### src/rtl/traffic_fsm_pkg.sv
// Shared light codes, state encodings and the state-to-lights decode for the intersection
// sequencer.
package traffic_fsm_pkg;

  typedef enum logic [1:0] {
    LightRed    = 2'd0,
    LightYellow = 2'd1,
    LightGreen  = 2'd2
  } light_e;

  typedef enum logic [2:0] {
    StMg  = 3'd0,
    StMy  = 3'd1,
    StAr1 = 3'd2,
    StSg  = 3'd3,
    StSy  = 3'd4,
    StAr2 = 3'd5
  } state_e;

  // Returns {main, side}; unknown encodings show all-red so a code of 3 is never produced.
  function automatic logic [3:0] state_lights(state_e st);
    case (st)
      StMg:    state_lights = {LightGreen, LightRed};
      StMy:    state_lights = {LightYellow, LightRed};
      StSg:    state_lights = {LightRed, LightGreen};
      StSy:    state_lights = {LightRed, LightYellow};
      default: state_lights = {LightRed, LightRed};
    endcase
  endfunction

endpackage

### src/rtl/traffic_fsm_tick_gen.sv
// Free-running divider producing a one-clock tick every CLK_DIV clocks.
module traffic_fsm_tick_gen #(
  parameter int unsigned CLK_DIV = 25_000_000
) (
  input  logic clk,
  input  logic reset_n,
  output logic tick
);

  localparam int unsigned DivW = (CLK_DIV > 1) ? $clog2(CLK_DIV) : 1;
  localparam logic [DivW-1:0] DivMax = DivW'(CLK_DIV - 1);

  logic [DivW-1:0] div_q;

  assign tick = (div_q == DivMax);

  always_ff @(posedge clk or negedge reset_n) begin
    if (!reset_n) begin
      div_q <= '0;
    end else if (tick) begin
      div_q <= '0;
    end else begin
      div_q <= div_q + DivW'(1);
    end
  end

endmodule

### src/rtl/traffic_fsm.sv
// Main/side road light sequencer: demand-driven side phase with a one-shot extension and
// all-red clearance between opposing greens.
module traffic_fsm
  import traffic_fsm_pkg::*;
#(
  parameter int unsigned CLK_DIV  = 25_000_000,
  parameter int unsigned T_BASE   = 6,
  parameter int unsigned T_EXT    = 3,
  parameter int unsigned T_YEL    = 2,
  parameter int unsigned T_ALLRED = 1
) (
  input  logic       clk,
  input  logic       reset_n,
  input  logic       sensor,
  output logic [1:0] main_out,
  output logic [1:0] side_out,
  output logic [2:0] state_out,
  output logic [3:0] time_left
);

  localparam logic [3:0] TBase   = 4'(T_BASE);
  localparam logic [3:0] TExt    = 4'(T_EXT);
  localparam logic [3:0] TYel    = 4'(T_YEL);
  localparam logic [3:0] TAllred = 4'(T_ALLRED);

  logic       tick;
  state_e     state_q;
  logic [3:0] cnt_q;
  logic       ext_used_q;

  traffic_fsm_tick_gen #(
    .CLK_DIV(CLK_DIV)
  ) u_tick_gen (
    .clk    (clk),
    .reset_n(reset_n),
    .tick   (tick)
  );

  always_ff @(posedge clk or negedge reset_n) begin
    if (!reset_n) begin
      state_q    <= StMg;
      cnt_q      <= TBase;
      ext_used_q <= 1'b0;
    end else begin
      case (state_q)
        StMg, StMy, StAr1, StSg, StSy, StAr2: begin
          if (tick) begin
            if (cnt_q != 4'd1) begin
              cnt_q <= cnt_q - 4'd1;
            end else begin
              // Interval expired: the state lasted exactly its loaded number of ticks.
              case (state_q)
                StMg: begin
                  // Without demand cnt stays at 1 so every later tick re-tests the sensor.
                  if (sensor) begin
                    state_q <= StMy;
                    cnt_q   <= TYel;
                  end
                end
                StMy: begin
                  state_q <= StAr1;
                  cnt_q   <= TAllred;
                end
                StAr1: begin
                  state_q    <= StSg;
                  cnt_q      <= TBase;
                  ext_used_q <= 1'b0;
                end
                StSg: begin
                  if (sensor && !ext_used_q) begin
                    cnt_q      <= TExt;
                    ext_used_q <= 1'b1;
                  end else begin
                    state_q <= StSy;
                    cnt_q   <= TYel;
                  end
                end
                StSy: begin
                  state_q <= StAr2;
                  cnt_q   <= TAllred;
                end
                StAr2: begin
                  state_q <= StMg;
                  cnt_q   <= TBase;
                end
                default: ;
              endcase
            end
          end
        end
        default: begin
          state_q    <= StMg;
          cnt_q      <= TBase;
          ext_used_q <= 1'b0;
        end
      endcase
    end
  end

  always_comb begin
    {main_out, side_out} = state_lights(state_q);
  end

  assign state_out = state_q;
  assign time_left = cnt_q;

endmodule

### config.mk
export PLATFORM = sky130hd
export DESIGN_NAME = traffic_fsm
export DESIGN_NICKNAME = d
export VERILOG_FILES = /design/src/rtl/traffic_fsm_pkg.sv /design/src/rtl/traffic_fsm_tick_gen.sv /design/src/rtl/traffic_fsm.sv
export SDC_FILE = /design/constraint.sdc
export NUM_CORES = 1
export LEC_CHECK = 0
export ABC_AREA = 1
export BUFFER_PORTS_ARGS = -buffer_cell sky130_fd_sc_hd__buf_4
export CAP_MARGIN = 20
export CORE_UTILIZATION = 25
export DETAILED_ROUTE_END_ITERATION = 8
export GPL_TIMING_DRIVEN = 0
export PLACE_DENSITY_LB_ADDON = 0.08
export SYNTH_ARGS = -nofsm -noshare
export SYNTH_HDL_FRONTEND = slang
export SYNTH_SLANG_ARGS = --single-unit
### constraint.sdc
create_clock -name clk -period 1.7 [get_ports clk]
set_input_delay 0.17 -clock clk [delete_from_list [all_inputs] [get_ports clk]]
set_output_delay 0.17 -clock clk [all_outputs]
set_load 0.01 [all_outputs]
==> results of run 1 <==
## power groups by stage
| stage | combinational, uW | sequential [uW] | clock [uW] |
|---|---|---|---|
| after floorplan | 3.25 | 800 | 0 |
| after global placement | 26.1 | 800 | 0 |
| after detailed placement | 26.8 | 800 | 0 |
| after CTS | 28.8 | 784 | 635 |
| after global routing | 31.4 | 784 | 660 |
| final | 26.2 | 785 | 601 |
## logic make-up after synthesis
logic type / after synthesis
fa+ha+maj: 3
buf+inv: 48
compound gates: 18
simple gates: 187
flops: 33
xor+xnor: 10
## cell type report
cell class / count / share of cell area
clock inverters: 2 / 0.003962
inverters: 47 / 0.06984
well taps: 105 / 0.05201
plain buffers: 1 / 0.001981
repair buffers: 19 / 0.05745
flip-flops and latches: 33 / 0.3289
multi-input cells: 218 / 0.4572
clock buffers: 6 / 0.02873
## worst max-delay path: stages (launching register included)
cell     delay [ns]
dfrtp_2        0.39
ha_1           0.17
nand2_1        0.10
nor2_4         0.15
inv_2          0.08
nor2_4         0.12
nand2_4        0.10
nand2_8        0.12
nand3_2        0.09
nand2_1        0.07
nand2_1        0.05
## timing repair
| item | CTS | global route |
|---|---|---|
| buffers inserted | 4 | 1 |
| pin swaps | 2 | 0 |
| hold buffers | 1 | 0 |
| setup endpoints to repair | 14 | 14 |
| hold endpoints to repair | 31 | 0 |
| resized for setup | 0 | 7 |
## placed cells by master (no fill, tap or decap), drive strengths merged, types with 7 or more instances in the layout
cell type  Yosys  routed
nor2          55      55
nand4          7       7
nand3         27      27
nand2         83      83
o21ai         11      11
nor3           9       9
dfrtp         31      31
inv           45      45
buf            1      19
## final timing paths
| kind | from | to | slack (ns) |
|---|---|---|---|
| min in group asynchronous | reset_n | u_tick_gen.div_q[4] | 0.36 |
| worst max register to register | u_tick_gen.div_q[0] | state_out[0] | 0.13 |
| worst min register to register | u_tick_gen.div_q[0] | u_tick_gen.div_q[0] | 0.47 |
| max in group asynchronous | reset_n | u_tick_gen.div_q[17] | 0.95 |
| worst min-delay path | sensor | ext_used_q | 0.30 |
| worst max-delay path | u_tick_gen.div_q[0] | state_out[0] | 0.13 |
## state kept, by name, summed over array words and instances (netlist names)
name / cells
u_tick_gen.div_q: 25
time_left: 4
state_out: 3
ext_used_q: 1
## routing by layer
metal / wire length, um / GRT usage / up-vias / share of wire
met5: 0 / 0 / - / 0
met1: 2533 / 0.1690 / 845 / 0.47
met4: 129 / 0.05682 / 0 / 0.024
met3: 144 / 0.02657 / 12 / 0.027
met2: 2539 / 0.2284 / 23 / 0.47
li1: - / - / 989 / -
## per-stage QoR
stage | utilization | std cells | power [uW]
floorplan | - | 299 | 803.4
global placement | 0.2880 | 417 | 826.0
detailed placement | 0.2880 | 417 | 826.7
CTS | 0.3029 | 430 | 1448
global route | 0.3059 | 431 | 1476
finish | 0.3059 | 431 | 1412
==> results.py, run 1 <==
metrics = {
    "run_status": {
        "status": "completed",
    },
    "sta": {
        "max_freq_mhz": 637.6,
        "rsz0062_at_grt": "no",
        "holdWs_ns": 0.3022,
        "min_period_ns": 1.568,
        "setup_ws_ns": 0.1317,
        "final_max_slew_viol_count": 0,
        "slew_headroom": 0.6830,
        "worst_clock_skew_ns": 0.01183,
        "fin_crit_sh": 0.9225,
        "hold_violations": 0,
        "finalSetupTns_ns": 0,
        "tightest_slew_ns": 0.4755,
        "finalSetupViolCount": 0,
    },
    "placed_design": {
        "port_buffers": 13,
        "dp_hpwl_mm": 3.966,
        "place_congestion": 0.7458,
        "dp_worst_setup_slack_ns": -0.1776,
        "placed_area_sq_um": 2379,
    },
    "yosys": {
        "syn_inst": 299,
        "synth-edff-count": 0,
        "synth_top_family_by_area": "simple AND/OR/NAND/NOR gates",
        "synth.top_cells.by_area": "dfrtp_1, nand2_1, nor2_1",
        "synth_mux_area_frac": 0,
        "synth_adder_area_share": 0.01746,
        "ys_types": 32,
        "synth-async-reset-ratio": 1.000,
        "ys_seq_area_frac": 0.3853,
        "synth-seq-cells": 33,
        "yosys.area_share.simple": 0.4226,
        "synth_fp_nets": 305,
        "synth_common_cells": "nand2_1, nor2_1, inv_1, dfrtp_1, nand3_1",
        "synth_top_cell_area_share": 0.3609,
        "synth_xor_area_frac": 0.04075,
        "synth_top_area_cell": "dfrtp_1",
        "synth-compound-area-share": 0.04948,
        "avgSynthCellArea_sq_um": 7.189,
        "synth_most_common_cell": "nand2_1",
        "synth-main-ff-cell": "dfrtp_1",
        "synthesis.area_sq_um": 2150,
        "synth_warnings": 0,
    },
    "hold_path": {
        "min_path_cells": 5,
        "hold_path.class": "input pin to register",
    },
    "final_layout": {
        "multi_input_area_sq_um": 1155,
        "layout-drive-gt1-share": 0.1902,
        "fillers": 932,
        "fin_area_sq_um": 2526,
        "nets": 331,
        "area_growth_pct": 17.52,
        "regArea_sq_um": 830.8,
        "diodes": 0,
    },
    "die": {
        "die_h_um": 94.73,
        "rows": 33,
        "start_util": 0.2603,
        "core_sq_um": 8258,
        "die_x_um": 94.73,
        "dieArea_sq_um": 8973,
        "num_io_pins": 14,
    },
    "global_route": {
        "overflow": 0,
        "grt_pass1_vias": 1884,
        "grt_max_degree": 34,
        "antenna_found_initial": 0,
        "grt_pass1_wl_mm": 9.211,
        "grtUsageTotal": 0.1360,
    },
    "critical_path": {
        "cp-end-kind": "register",
        "path_class": "register to register",
        "start_kind": "register",
        "rr_worst_depth": 10,
        "worst_ep_required_time_ns": 1.88,
        "path_max_fanout": 8,
        "worst_ep_arrival_time_ns": 1.74,
    },
    "power_and_ir_drop": {
        "p_comb_frac": 0.019,
        "power_switching_uw": 337.2,
        "swShare": 0.2388,
        "clkPwrFrac": 0.426,
        "intPower_uw": 1075,
        "power_density_nw_per_um2": 558.9,
        "p_leak_uw": 0.001207,
        "seq_power_share": 0.556,
        "peakVddDrop_mv": 0.2269,
    },
    "routing": {
        "wl_mm": 5.347,
        "drtPass1Iterations": 4,
        "drt-vias-per-instance": 4.336,
        "vias": 1869,
        "first_iter_violations": 54,
        "routedWlPerCell_um": 12.41,
        "route.detailed.drc": 0,
        "ant_nets": 0,
    },
    "clock_network": {
        "h-tree-depth": 2,
        "cts_sinks": 33,
        "root_buffer": "clkbuf_8",
        "worstSkewPairLatency_ns": 0.29,
        "cts_buffer_depth": 2,
        "cts.reportedPaths.clkPinSlew_ns": 0.08,
        "cts_buffers": 5,
        "cts_tree": "built",
    },
    "job": {
        "cap_violations": 0,
    },
}
Note: power is estimated with default switching activity, not from simulation.
==> run 2, diff against run 1 <==
--- a/config.mk
+++ b/config.mk
@@ -6,10 +6,9 @@
 export NUM_CORES = 1
 export LEC_CHECK = 0
 export ABC_AREA = 1
-export BUFFER_PORTS_ARGS = -buffer_cell sky130_fd_sc_hd__buf_4
-export CAP_MARGIN = 20
 export CORE_UTILIZATION = 25
 export DETAILED_ROUTE_END_ITERATION = 8
+export DONT_BUFFER_PORTS = 1
 export GPL_TIMING_DRIVEN = 0
 export PLACE_DENSITY_LB_ADDON = 0.08
 export SYNTH_ARGS = -nofsm -noshare
==> constraint.sdc (replaced) <==
create_clock -name clk -period 1.3 [get_ports clk]
set_input_delay 0.13 -clock clk [delete_from_list [all_inputs] [get_ports clk]]
set_output_delay 0.13 -clock clk [all_outputs]
set_load 0.01 [all_outputs]
==> run 2 against run 1 <==
  * The run now ends with negative setup slack left
  * Global-route usage is 0.88 points higher
  * Clock power is 75% higher
  * Non-clock buffer count is 13 higher
  * Via count grew 3.1%
  * Hold slack got worse by 0.19 ns
  * Cell count is 3.0% higher
  * Register-to-register slack lost 0.37 ns
  * Maximum frequency increased by 1.9%
  * Largest power group is now the clock network
  * Sequential cell count did not move
  * Critical path type unchanged
  * Die area unchanged
  * Critical endpoint is now time_left[3]
  * Sequential power is 31% higher
==> results.py, run 2 (synthesized netlist as in run 1, its figures left out) <==
metrics = {
    "sta": {
        "slew_headroom": 0.7591,
        "rsz0062_at_grt": "yes",
        "hold_violations": 0,
        "fin_crit_sh": 1.184,
        "finalSetupViolCount": 30,
        "final_max_slew_viol_count": 0,
        "finalSetupTns_ns": -4.800,
        "max_freq_mhz": 649.6,
        "min_period_ns": 1.539,
        "tightest_slew_ns": 0.3594,
        "setup_ws_ns": -0.2394,
        "worst_clock_skew_ns": 0.007446,
    },
    "critical_path": {
        "cp-end-kind": "register",
        "crit_chain": "ha_4 > nand2_4 > nor2_4 > inv_4 > nor2_4 > nand2_4 > nand2_8 > nand2_8 > nand2_2 > o21ai_2",
        "worst_ep_arrival_time_ns": 1.73,
        "worst-path-buf-inv": 1,
        "path_max_fanout": 8,
        "path_class": "register to register",
        "start_kind": "register",
        "crit_path_max_incr_delay_ns": 0.40,
        "crit_family": "simple AND/OR/NAND/NOR gates",
        "worst_ep_required_time_ns": 1.49,
        "cpMaxStageDelayCell": "dfrtp_1",
    },
    "run_status": {
        "status": "complete, but fails checks",
        "violations": "negative setup slack",
    },
    "die": {
        "dieArea_sq_um": 8973,
        "die_h_um": 94.73,
        "num_io_pins": 14,
        "core_sq_um": 8258,
        "die_x_um": 94.73,
        "start_util": 0.2603,
        "rows": 33,
    },
    "final_layout": {
        "area_growth_pct": 34.46,
        "largest_reg_flops": 25,
        "nets": 344,
        "instances_no_fill": 444,
        "fin_util": 0.3500,
        "final_cell_mix": "nand2_1, nor2_1, inv_1",
        "layout-drive-gt1-share": 0.3628,
        "fin_area_sq_um": 2890,
        "regMostFlops": "u_tick_gen.div_q",
        "diodes": 0,
        "fillers": 899,
        "final_common_cell": "nand2_1",
    },
    "clock_network": {
        "worstSkewPairLatency_ns": 0.30,
        "h-tree-depth": 2,
        "cts_buffers": 5,
        "cts_buffer_depth": 2,
        "cts_tree": "built",
        "cts.reportedPaths.clkPinSlew_ns": 0.08,
        "cts_sinks": 33,
        "root_buffer": "clkbuf_8",
    },
    "global_route": {
        "met1_usage": 0.1760,
        "use_met3": 0.03704,
        "use_met2": 0.2434,
        "overflow": 0,
        "grt_max_degree": 34,
        "grt_pass1_wl_mm": 9.660,
        "grtUsageTotal": 0.1448,
        "top_usage_layer": "met2",
        "antenna_found_initial": 0,
        "grt_pass1_vias": 1999,
    },
    "routing": {
        "wl_mm": 5.669,
        "first_iter_violations": 63,
        "route.detailed.drc": 0,
        "drtPass1Iterations": 4,
        "ant_nets": 0,
        "routedWlPerCell_um": 12.77,
        "drt-vias-per-instance": 4.340,
        "vias": 1927,
    },
    "power_and_ir_drop": {
        "power_density_nw_per_um2": 729.7,
        "intPower_uw": 1661,
        "peakVddDrop_mv": 0.3213,
        "p_leak_uw": 0.001321,
        "power_switching_uw": 447.7,
        "seq_power_share": 0.486,
        "p_comb_frac": 0.017,
        "p_total_uw": 2109,
        "clkPwrFrac": 0.496,
        "swShare": 0.2122,
    },
    "placed_design": {
        "dp_hpwl_mm": 4.047,
        "dp_cells": 404,
        "port_buffers": 0,
        "placed_area_sq_um": 2296,
        "place_congestion": 0.7777,
    },
    "hold_path": {
        "hold_path.class": "input pin to register",
    },
    "job": {
        "cap_violations": 0,
    },
}
-- run 2: timing repair --
action                     in CTS  in global routing
gates resized for setup        45                 26
hold buffers                    2                  0
setup endpoints to repair      35                 35
cloned                          0                  0
pin swaps                      10                 13
setup buffers                  23                  7
hold endpoints to repair       33                  0
-- run 2: final timing paths --
kind	startpoint	end	slack, ns	cells past startpoint
min in group asynchronous	reset_n	u_tick_gen.div_q[0]	0.30	2
max in group asynchronous	reset_n	time_left[1]	0.75	2
min reg2reg	ext_used_q	ext_used_q	0.49	2
max reg2reg	u_tick_gen.div_q[1]	time_left[3]	-0.24	10
max	u_tick_gen.div_q[1]	time_left[3]	-0.24	10
min	sensor	ext_used_q	0.11	4
-- run 2: power groups by stage --
| stage | Combinational, uW | Clock (uW) | Sequential [uW] |
|---|---|---|---|
| 2_1_floorplan | 4.25 | 0 | 1050 |
| 3_3_place_gp | 5.19 | 0 | 1050 |
| 3_5_place_dp | 5.05 | 0 | 1050 |
| 4_1_cts | 39.5 | 1090 | 1030 |
| 5_1_grt | 42.9 | 1130 | 1030 |
| 6_report | 36.5 | 1050 | 1030 |
-- run 2: worst reg2reg max path, delay by kind of cell (launching register included) --
family | cells | cell delay (ns)
adders and majority gates | 1 | 0.17
and+or+nand+nor | 7 | 0.76
buffers and inverters | 1 | 0.07
DFF | 1 | 0.40
AOI/OAI and AO/OA | 1 | 0.05
-- run 2: layout make-up --
type	instances	area, sq um	share of cell area
Tap cell	105	131.4	0.04545
Clock buffer	7	86.33	0.02987
Multi-Input combinational cell	218	1335	0.4619
Timing Repair Buffer	32	274.0	0.09481
Sequential cell	33	838.3	0.2900
Clock inverter	1	30.03	0.01039
Inverter	47	183.9	0.06364
Buffer	1	11.26	0.003896
-- run 2: per-stage QoR --
step                      setup slack, ns  hold slack [ns]
after CTS                         -0.2132          0.09567
after global routing              -0.3497           0.1373
after floorplan                   -0.1456          -0.1656
final                             -0.2394           0.1127
after detailed placement          -0.4939          -0.1636
after global placement            -0.5199          -0.1638
-- run 2: layer usage --
layer | vias up | wire (um)
met5 | - | 0
li1 | 1019 | -
met3 | 9 | 182
met2 | 27 | 2740
met1 | 872 | 2646
met4 | 0 | 100
==> run 3, diff against run 2 <==
--- a/config.mk
+++ b/config.mk
@@ -11,6 +11,7 @@
 export DONT_BUFFER_PORTS = 1
 export GPL_TIMING_DRIVEN = 0
 export PLACE_DENSITY_LB_ADDON = 0.08
+export REMOVE_ABC_BUFFERS = 1
 export SYNTH_ARGS = -nofsm -noshare
 export SYNTH_HDL_FRONTEND = slang
 export SYNTH_SLANG_ARGS = --single-unit
==> run 3 against run 2 <==
  * The flow still finishes with violations (negative setup slack)
  * First-iteration DRC count down 3.2%
  * Largest power group is now registers
  * Sequential cell count unchanged
  * Highest routed layer unchanged
  * Clock skew about the same
  * Total power down 11%
  * Sequential power about the same
  * Setup slack better by 0.044 ns
  * Die area unchanged
  * Hold slack better by 0.031 ns
  * Count of clock-buffer cells in the layout up 1
  * Combinational power about the same
  * Critical path type unchanged
  * Cell count down 0.23%
  * Utilization up 1.0 points
==> results.py, run 3 (synthesized netlist as in run 1, its figures left out) <==
metrics = {
    "die": {
        "num_io_pins": 14,
        "die_x_um": 94.73,
        "start_util": 0.2603,
        "die_h_um": 94.73,
        "core_sq_um": 8258,
        "rows": 33,
        "dieArea_sq_um": 8973,
    },
    "critical_path": {
        "crit_start": "u_tick_gen.div_q[0]",
        "crit_top_cell": "buf_6",
        "path_class": "register to register",
        "worst_ep_arrival_time_ns": 1.67,
        "r2r_start": "u_tick_gen.div_q[0]",
        "worst-path-buf-inv": 2,
        "start_kind": "register",
        "crit_chain": "ha_2 > nand2_2 > nor2_4 > buf_6 > nand3_4 > nor4_4 > buf_6 > nor2_1",
        "worst_ep_required_time_ns": 1.47,
        "path_max_fanout": 5,
        "cpMaxStageDelayCell": "dfrtp_1",
        "cp-end-kind": "register",
        "crit_family": "simple AND/OR/NAND/NOR gates",
        "crit_path_max_incr_delay_ns": 0.36,
    },
    "sta": {
        "worst_clock_skew_ns": 0.007149,
        "min_period_ns": 1.496,
        "setup_ws_ns": -0.1958,
        "rsz0062_at_grt": "yes",
        "tightest_slew_ns": 0.3182,
        "finalSetupViolCount": 26,
        "final_max_slew_viol_count": 0,
        "max_freq_mhz": 668.5,
        "holdWs_ns": 0.1437,
        "slew_headroom": 0.7872,
        "fin_crit_sh": 1.151,
        "hold_violations": 0,
    },
    "power_and_ir_drop": {
        "peakVddDrop_mv": 0.2574,
        "p_comb_frac": 0.019,
        "intPower_uw": 1469,
        "power_switching_uw": 410.4,
        "seq_power_share": 0.546,
        "clkPwrFrac": 0.434,
        "power_density_nw_per_um2": 631.8,
        "swShare": 0.2184,
        "p_leak_uw": 0.001294,
    },
    "clock_network": {
        "cts.reportedPaths.clkPinSlew_ns": 0.07,
        "h-tree-depth": 2,
        "cts_sinks": 33,
        "cts_tree": "built",
        "cts_buffer_depth": 2,
        "worstSkewPairLatency_ns": 0.28,
        "root_buffer": "clkbuf_8",
        "cts_buffers": 5,
    },
    "routing": {
        "drt-vias-per-instance": 4.404,
        "first_iter_violations": 61,
        "drtPass1Iterations": 4,
        "vias": 1951,
        "route.detailed.drc": 0,
        "wl_mm": 5.695,
        "ant_nets": 0,
        "routedWlPerCell_um": 12.86,
    },
    "final_layout": {
        "fin_util": 0.3602,
        "diodes": 0,
        "layout-drive-gt1-share": 0.4320,
        "area_growth_pct": 38.36,
        "regMostFlops": "u_tick_gen.div_q",
        "nets": 343,
        "fillers": 884,
        "final_common_cell": "nand2_1",
        "largest_reg_flops": 25,
        "final_cell_mix": "nand2_1, inv_1, nor2_1",
    },
    "global_route": {
        "use_met3": 0.03301,
        "grt_pass1_wl_mm": 9.480,
        "top_usage_layer": "met2",
        "grt_max_degree": 34,
        "grt_pass1_vias": 1918,
        "grtUsageTotal": 0.1389,
        "antenna_found_initial": 0,
        "met1_usage": 0.1740,
        "overflow": 0,
        "use_met2": 0.2422,
    },
    "placed_design": {
        "port_buffers": 0,
        "dp_hpwl_mm": 3.923,
        "place_congestion": 0.7656,
    },
    "hold_path": {
        "worstHoldStart": "sensor",
        "hold_path.class": "input pin to register",
    },
    "job": {
        "cap_violations": 0,
    },
    "run_status": {
        "status": "complete, but fails checks",
        "violations": "negative setup slack",
    },
}
[run 3: cell count changes in the layout (fill, tap and decap cells not counted), moves of 3 or more]
cell     before  now
o21ai_0       5    2
nor2_4        7   13
nor2_1       34   27
inv_1        32   28
nand2_2      10   17
inv_2        10   16
nand2_1      66   59
inv_4         3    0
buf_4        25   21
[run 3: tightest hold or removal path: cells and delay by family]
kind / cells / cell delay [ns]
and+or+nand+nor: 3 / 0.18
AOI/OAI and AO/OA: 1 / 0.07
[run 3: per-stage QoR]
stage | setup TNS [ns] | cell area, sq um | setup slack (ns) | std cells | power (uW)
4_1_cts | -4.052 | 2668 | -0.1876 | 431 | 1916
3_3_place_gp | -11.52 | 2276 | -0.6229 | 403 | 1051
2_1_floorplan | -3.135 | 2145 | -0.2183 | 298 | 1051
6_report | -4.102 | 2974 | -0.1958 | 443 | 1879
3_5_place_dp | -10.98 | 2276 | -0.5986 | 403 | 1051
5_1_grt | -6.253 | 2974 | -0.2823 | 443 | 1971
[run 3: cell type report]
class / count / area (sq um) / share of cell area
clock buffer: 8 / 90.09 / 0.03029
timing repair buffer: 32 / 290.3 / 0.09760
inverter: 47 / 190.2 / 0.06395
multi-input combinational: 218 / 1431 / 0.4813
sequential: 33 / 840.8 / 0.2827
tap: 105 / 131.4 / 0.04417
[run 3: final timing paths]
check	to	slack, ns	cells past startpoint
max	u_tick_gen.div_q[20]	-0.20	8
min	ext_used_q	0.14	4
max reg2reg	u_tick_gen.div_q[20]	-0.20	8
min reg2reg	ext_used_q	0.48	2
max in group asynchronous	time_left[2]	0.74	2
min in group asynchronous	u_tick_gen.div_q[8]	0.31	2
[run 3: timing repair]
item,in CTS,in global routing
hold buffers,2,0
buffers inserted,18,13
setup endpoints to repair,33,34
endpoints found under the hold margin,33,0
pin swaps,19,19
resized for setup,47,70
[run 3: power groups by stage]
stage,Clock [uW],Combinational [uW],Sequential [uW]
after CTS,850,39.8,1030
after global routing,903,42.5,1030
after floorplan,0,4.25,1050
after detailed placement,0,5.22,1050
final,816,36.4,1030
after global placement,0,5.19,1050
[run 3: routing by layer]
metal / up-vias / wire length [um] / share of wire
li1: 1008 / - / -
met1: 906 / 2511 / 0.44
met2: 31 / 2907 / 0.51
met3: 6 / 198 / 0.035
met4: 0 / 78 / 0.014
met5: - / 0 / 0
